<file path="src/rtl/dmem_arb_pkg.sv">
// Shared definitions for the data-memory arbiter: requester-select encoding and default
// datapath widths matching the core.
package dmem_arb_pkg;

  localparam logic SEL_CPU = 1'b0;
  localparam logic SEL_DMA = 1'b1;

  localparam int unsigned DMEM_DW = 32;
  localparam int unsigned DMEM_AW = 32;

endpackage

</file>
<file path="src/rtl/arb_rr2.sv">
// Two-way round-robin grant between CPU and DMA, with a DMA lock whose length is bounded
// only while the CPU is waiting.
module arb_rr2
  import dmem_arb_pkg::*;
#(
  parameter int unsigned MaxBurst = 4
) (
  input  logic clk,
  input  logic reset,
  input  logic cpu_req_i,
  input  logic dma_req_i,
  input  logic dma_lock_i,
  output logic cpu_gnt_o,
  output logic dma_gnt_o
);

  localparam int unsigned    BW       = $clog2(MaxBurst) + 1;
  localparam logic [BW-1:0] BurstMax = BW'(MaxBurst);

  logic          last_gnt_q, last_gnt_d;
  logic          locked_q, locked_d;
  logic [BW-1:0] burst_cnt_q, burst_cnt_d;
  logic          burst_spent;

  // The burst limit only bites when the CPU is actually waiting.
  assign burst_spent = cpu_req_i & (burst_cnt_q >= BurstMax);

  always_comb begin
    cpu_gnt_o = 1'b0;
    dma_gnt_o = 1'b0;
    if (!reset) begin
      if (locked_q && dma_req_i && !burst_spent) begin
        dma_gnt_o = 1'b1;
      end else if (cpu_req_i && dma_req_i) begin
        if (last_gnt_q == SEL_CPU) begin
          dma_gnt_o = 1'b1;
        end else begin
          cpu_gnt_o = 1'b1;
        end
      end else if (cpu_req_i) begin
        cpu_gnt_o = 1'b1;
      end else if (dma_req_i) begin
        dma_gnt_o = 1'b1;
      end
    end
  end

  always_comb begin
    last_gnt_d  = last_gnt_q;
    locked_d    = 1'b0;
    burst_cnt_d = '0;
    if (cpu_gnt_o) begin
      last_gnt_d = SEL_CPU;
    end else if (dma_gnt_o) begin
      last_gnt_d = SEL_DMA;
    end
    if (dma_gnt_o && dma_lock_i) begin
      locked_d    = 1'b1;
      burst_cnt_d = (burst_cnt_q == BurstMax) ? burst_cnt_q : burst_cnt_q + BW'(1);
    end
  end

  always_ff @(posedge clk) begin
    if (reset) begin
      last_gnt_q  <= SEL_DMA;
      locked_q    <= 1'b0;
      burst_cnt_q <= '0;
    end else begin
      last_gnt_q  <= last_gnt_d;
      locked_q    <= locked_d;
      burst_cnt_q <= burst_cnt_d;
    end
  end

endmodule

</file>
<file path="src/rtl/dmem_arbiter.sv">
// Shares the single data-memory port between the CPU memory stage and the DMA/debug loader;
// grants are decided in the same cycle so a granted access completes in one clock.
module dmem_arbiter
  import dmem_arb_pkg::*;
#(
  parameter int unsigned DW        = DMEM_DW,
  parameter int unsigned AW        = DMEM_AW,
  parameter int unsigned MAX_BURST = 4,
  parameter int unsigned CNT_W     = 16
) (
  input  logic             clk,
  input  logic             reset,
  input  logic             cpu_req,
  input  logic             cpu_we,
  input  logic [AW-1:0]    cpu_a,
  input  logic [DW-1:0]    cpu_wd,
  output logic             cpu_gnt,
  output logic [DW-1:0]    cpu_rd,
  output logic             stall_cpu,
  input  logic             dma_req,
  input  logic             dma_lock,
  input  logic             dma_we,
  input  logic [AW-1:0]    dma_a,
  input  logic [DW-1:0]    dma_wd,
  output logic             dma_gnt,
  output logic [DW-1:0]    dma_rd,
  output logic             mem_we,
  output logic [AW-1:0]    mem_a,
  output logic [DW-1:0]    mem_wd,
  input  logic [DW-1:0]    mem_rd,
  output logic [CNT_W-1:0] stall_cnt
);

  logic             sel;
  logic [CNT_W-1:0] stall_cnt_q;

  arb_rr2 #(
    .MaxBurst(MAX_BURST)
  ) u_arb (
    .clk       (clk),
    .reset     (reset),
    .cpu_req_i (cpu_req),
    .dma_req_i (dma_req),
    .dma_lock_i(dma_lock),
    .cpu_gnt_o (cpu_gnt),
    .dma_gnt_o (dma_gnt)
  );

  // With no grant the port idles on the CPU side with writes suppressed.
  always_comb begin
    sel    = dma_gnt ? SEL_DMA : SEL_CPU;
    mem_a  = (sel == SEL_DMA) ? dma_a : cpu_a;
    mem_wd = (sel == SEL_DMA) ? dma_wd : cpu_wd;
    mem_we = (cpu_gnt & cpu_we) | (dma_gnt & dma_we);
  end

  assign cpu_rd    = mem_rd;
  assign dma_rd    = mem_rd;
  assign stall_cpu = cpu_req & ~cpu_gnt & ~reset;
  assign stall_cnt = stall_cnt_q;

  always_ff @(posedge clk) begin
    if (reset) begin
      stall_cnt_q <= '0;
    end else if (stall_cpu && !(&stall_cnt_q)) begin
      stall_cnt_q <= stall_cnt_q + CNT_W'(1);
    end
  end

endmodule
</file>
<file path="config.mk">
export PLATFORM = sky130hd
export DESIGN_NAME = dmem_arbiter
export DESIGN_NICKNAME = d
export VERILOG_FILES = /design/src/rtl/dmem_arb_pkg.sv /design/src/rtl/arb_rr2.sv /design/src/rtl/dmem_arbiter.sv
export SDC_FILE = /design/constraint.sdc
export NUM_CORES = 1
export LEC_CHECK = 0
export CAP_MARGIN = 20
export CORE_AREA = 2 2 122 124
export DETAILED_ROUTE_END_ITERATION = 12
export DIE_AREA = 0 0 124 126
export PLACE_DENSITY = 0.59
export SYNTH_ARGS = -nofsm -noshare
export SYNTH_HDL_FRONTEND = slang
export SYNTH_SLANG_ARGS = --single-unit
</file>
<file path="constraint.sdc">
create_clock -name clk -period 4.98 [get_ports clk]
set_input_delay 0.747 -clock clk [delete_from_list [all_inputs] [get_ports clk]]
set_output_delay 0.747 -clock clk [all_outputs]
set_load 0.02 [all_outputs]
</file>
==> flow_summary.yaml <==
floorplan:
  pin_count: 315
  die_area_sq_mm: 0.01562
  die_w_um: 124
  core_area_sq_mm: 0.01431
  placementRows: 44
  die_h_um: 126
  initial_core_util_pct: 16.37
synth:
  synth_area_sq_mm: 0.002343
  avgSynthCellArea_sq_um: 8.945
  synth_top_flop_cell: "dfxtp_1"
  synth.distinct_cells: 35
  synthArstFlopShare_pct: 0
  synth-edff-count: 0
  synth_top_area_cell: "mux2_1"
  synth_seq_cells: 21
  synthesis.nets: 432
  ys_top_cells_by_area: "mux2_1 31%, buf_4 21%, dfxtp_1 18%"
  synth_warnings: 0
  seq_area_frac_synth_pct: 17.94
  netlist.area_leader.share_pct: 31.23
  synth_cells: 262
cells_and_area:
  layout_common_cells: "218 x clkdlybuf4s50_1, 65 x mux2_1, 21 x dfxtp_1"
  design_area_sq_mm: 0.004352
  final_common_cell: "clkdlybuf4s50_1"
  multiInputGateArea_sq_mm: 0.001351
  syn_to_final_growth_pct: 85.69
  final_nets: 584
  nFillCells: 1505
  drive_gt1_share_pct: 3.390
  seq_area_sq_um: 420.4
placement:
  portBuffers: 218
  place.gp.congestion: 1.031
  dp_hpwl_um: 10770
  place_area_sq_mm: 0.004260
worst_hold_path:
  holdCritPathClass: "reg -> reg"
route:
  vias: 2595
  wirelength_um: 12600
  drt_pass1_iterations: 4
  wl_per_cell_um: 21.04
  avgViaCountPerCell: 4.332
  route.met3.wl_um: 1496
  drcViolationCount: 0
  route.antenna.remaining_nets: 0
  maxUsedRoutingLayer: "met4"
  drt_iter0_markers: 143
  met1_length_um: 5726
  wl_met2_um: 5360
sta:
  timing.final.crit_period_ps: 3812
  worst_pin_slew_ps: 688.2
  skew_ps: 1.852
  setup_violations: 0
  finalSetupTns_ps: 0
  fin_crit_sh_pct: 76.55
  max-slew-margin-rel_pct: 53.74
  fin_hold_ws_ps: 522.7
  hold_viol_final: 0
  rsz0062_at_grt: "no"
  fmax_mhz: 262.3
  drv_slew: 0
power:
  ir_worst_vdd_uv: 99.07
  p_leak_uw: 0.001490
  power.density_mw_per_mm2: 155.5
global_routing:
  grt_pass1_vias: 2627
  grt.overflow.total: 0
  grt_pass1_wl_um: 16860
  grtUsageTotal_pct: 14.89
  grt_max_degree: 58
  antenna_found_initial: 2
flow_run:
  cap_violations: 0
clocking:
  path_clk_slew_ps: 60
  cts_resized: 0
  worstSkewPairLatency_ps: 250
  clock_sinks: 21
  htree_levels: 1
  cts_hold_buf: 0
  clockRootBuffer: "clkbuf_16"
  cts_tree: "done"
  cts.path.max_buffers: 2
  numCtsBuffers: 3
  post_cts_buffers: 0
setup_path:
  required_ps: 4230
  endpoint_kind: "output port"
  critPathLaunchType: "input pin"
  crit_fanout: 57
  worstPathArrival_ps: 3060
  crit_type: "in -> out"
status:
  outcome: "complete, no violations"
[path summary, 6_finish.rpt]
path                              from                    to  slack [ps]  cells after the start
setup / recovery                 reset             mem_a[20]        1170                      6
hold / removal    u_arb.burst_cnt_q[1]  u_arb.burst_cnt_q[1]         520                      2
hold reg to reg   u_arb.burst_cnt_q[1]  u_arb.burst_cnt_q[1]         520                      2
setup reg to reg          stall_cnt[0]         stall_cnt[14]        2880                      5
[area by class of cell]
class | count | share of cell area [%]
sequential | 21 | 9.661
tap | 184 | 5.290
multi-input combinational | 155 | 31.05
inverter | 11 | 0.9488
timing repair buffer | 222 | 51.12
clock buffer | 4 | 1.811
antenna | 2 | 0.1150
[registers in the layout, indices dropped and copies added, names as in the netlist]
register	count
u_arb.burst_cnt_q	3
u_arb.last_gnt_q	1
u_arb.locked_q	1
stall_cnt	16
[cells by family (layout without fill, tap and decap cells)]
| family | after synthesis | count (layout) | synth area share [%] |
|---|---|---|---|
| xor gates and xnor gates | 1 | 1 | 0.3738 |
| and+or+nand+nor | 49 | 49 | 12.39 |
| AOI/OAI and AO/OA | 37 | 37 | 11.32 |
| muxes | 65 | 65 | 31.23 |
| DFF | 21 | 21 | 17.94 |
| other | 0 | 2 | 0 |
| buffers and inverters | 86 | 237 | 25.15 |
| adders and majority gates | 3 | 3 | 1.602 |
[stage by stage]
stage	power (uW)	worst slack, ps	util (%)	cells
2_1_floorplan	364.8	2264	-	262
3_3_place_gp	511.0	1173	29.76	592
3_5_place_dp	511.2	1171	29.76	592
4_1_cts	684.3	1163	30.31	596
5_1_grt	704.5	1098	30.37	597
6_report	676.5	1168	30.40	599
[metal layers]
| layer | GRT usage (%) | vias to the layer above |
|---|---|---|
| met3 | 5.389 | 4 |
| met4 | 1.322 | 0 |
| li1 | - | 1190 |
| met5 | 0 | - |
| met1 | 20.84 | 1215 |
| met2 | 22.75 | 186 |
[power by group]
group / total [uW] / internal [uW] / switching (uW)
registers: 172 / 170 / 2.36
clock network: 170 / 109 / 61.0
logic: 334 / 195 / 139
[worst max-delay path, cell delays in order]
cell and delay [ps]:
clkdlybuf4s50_1 400, buf_4 200, a311oi_4 330, buf_12 340, mux2_1 440, clkdlybuf4s50_1 580
[synthesized netlist by cell type (all sizes together) (2+ instances only)]
cell	n
nand2	13
ha	3
buf	74
o311ai	5
o41ai	6
o21ai	4
or3	3
nor4	3
a21oi	11
nand3	7
o31ai	5
nand3b	2
inv	11
nand4	4
nor2	4
dfxtp	21
or4	6
nor3	3
mux2	65
No activity file was read; power rests on OpenSTA's default activity.
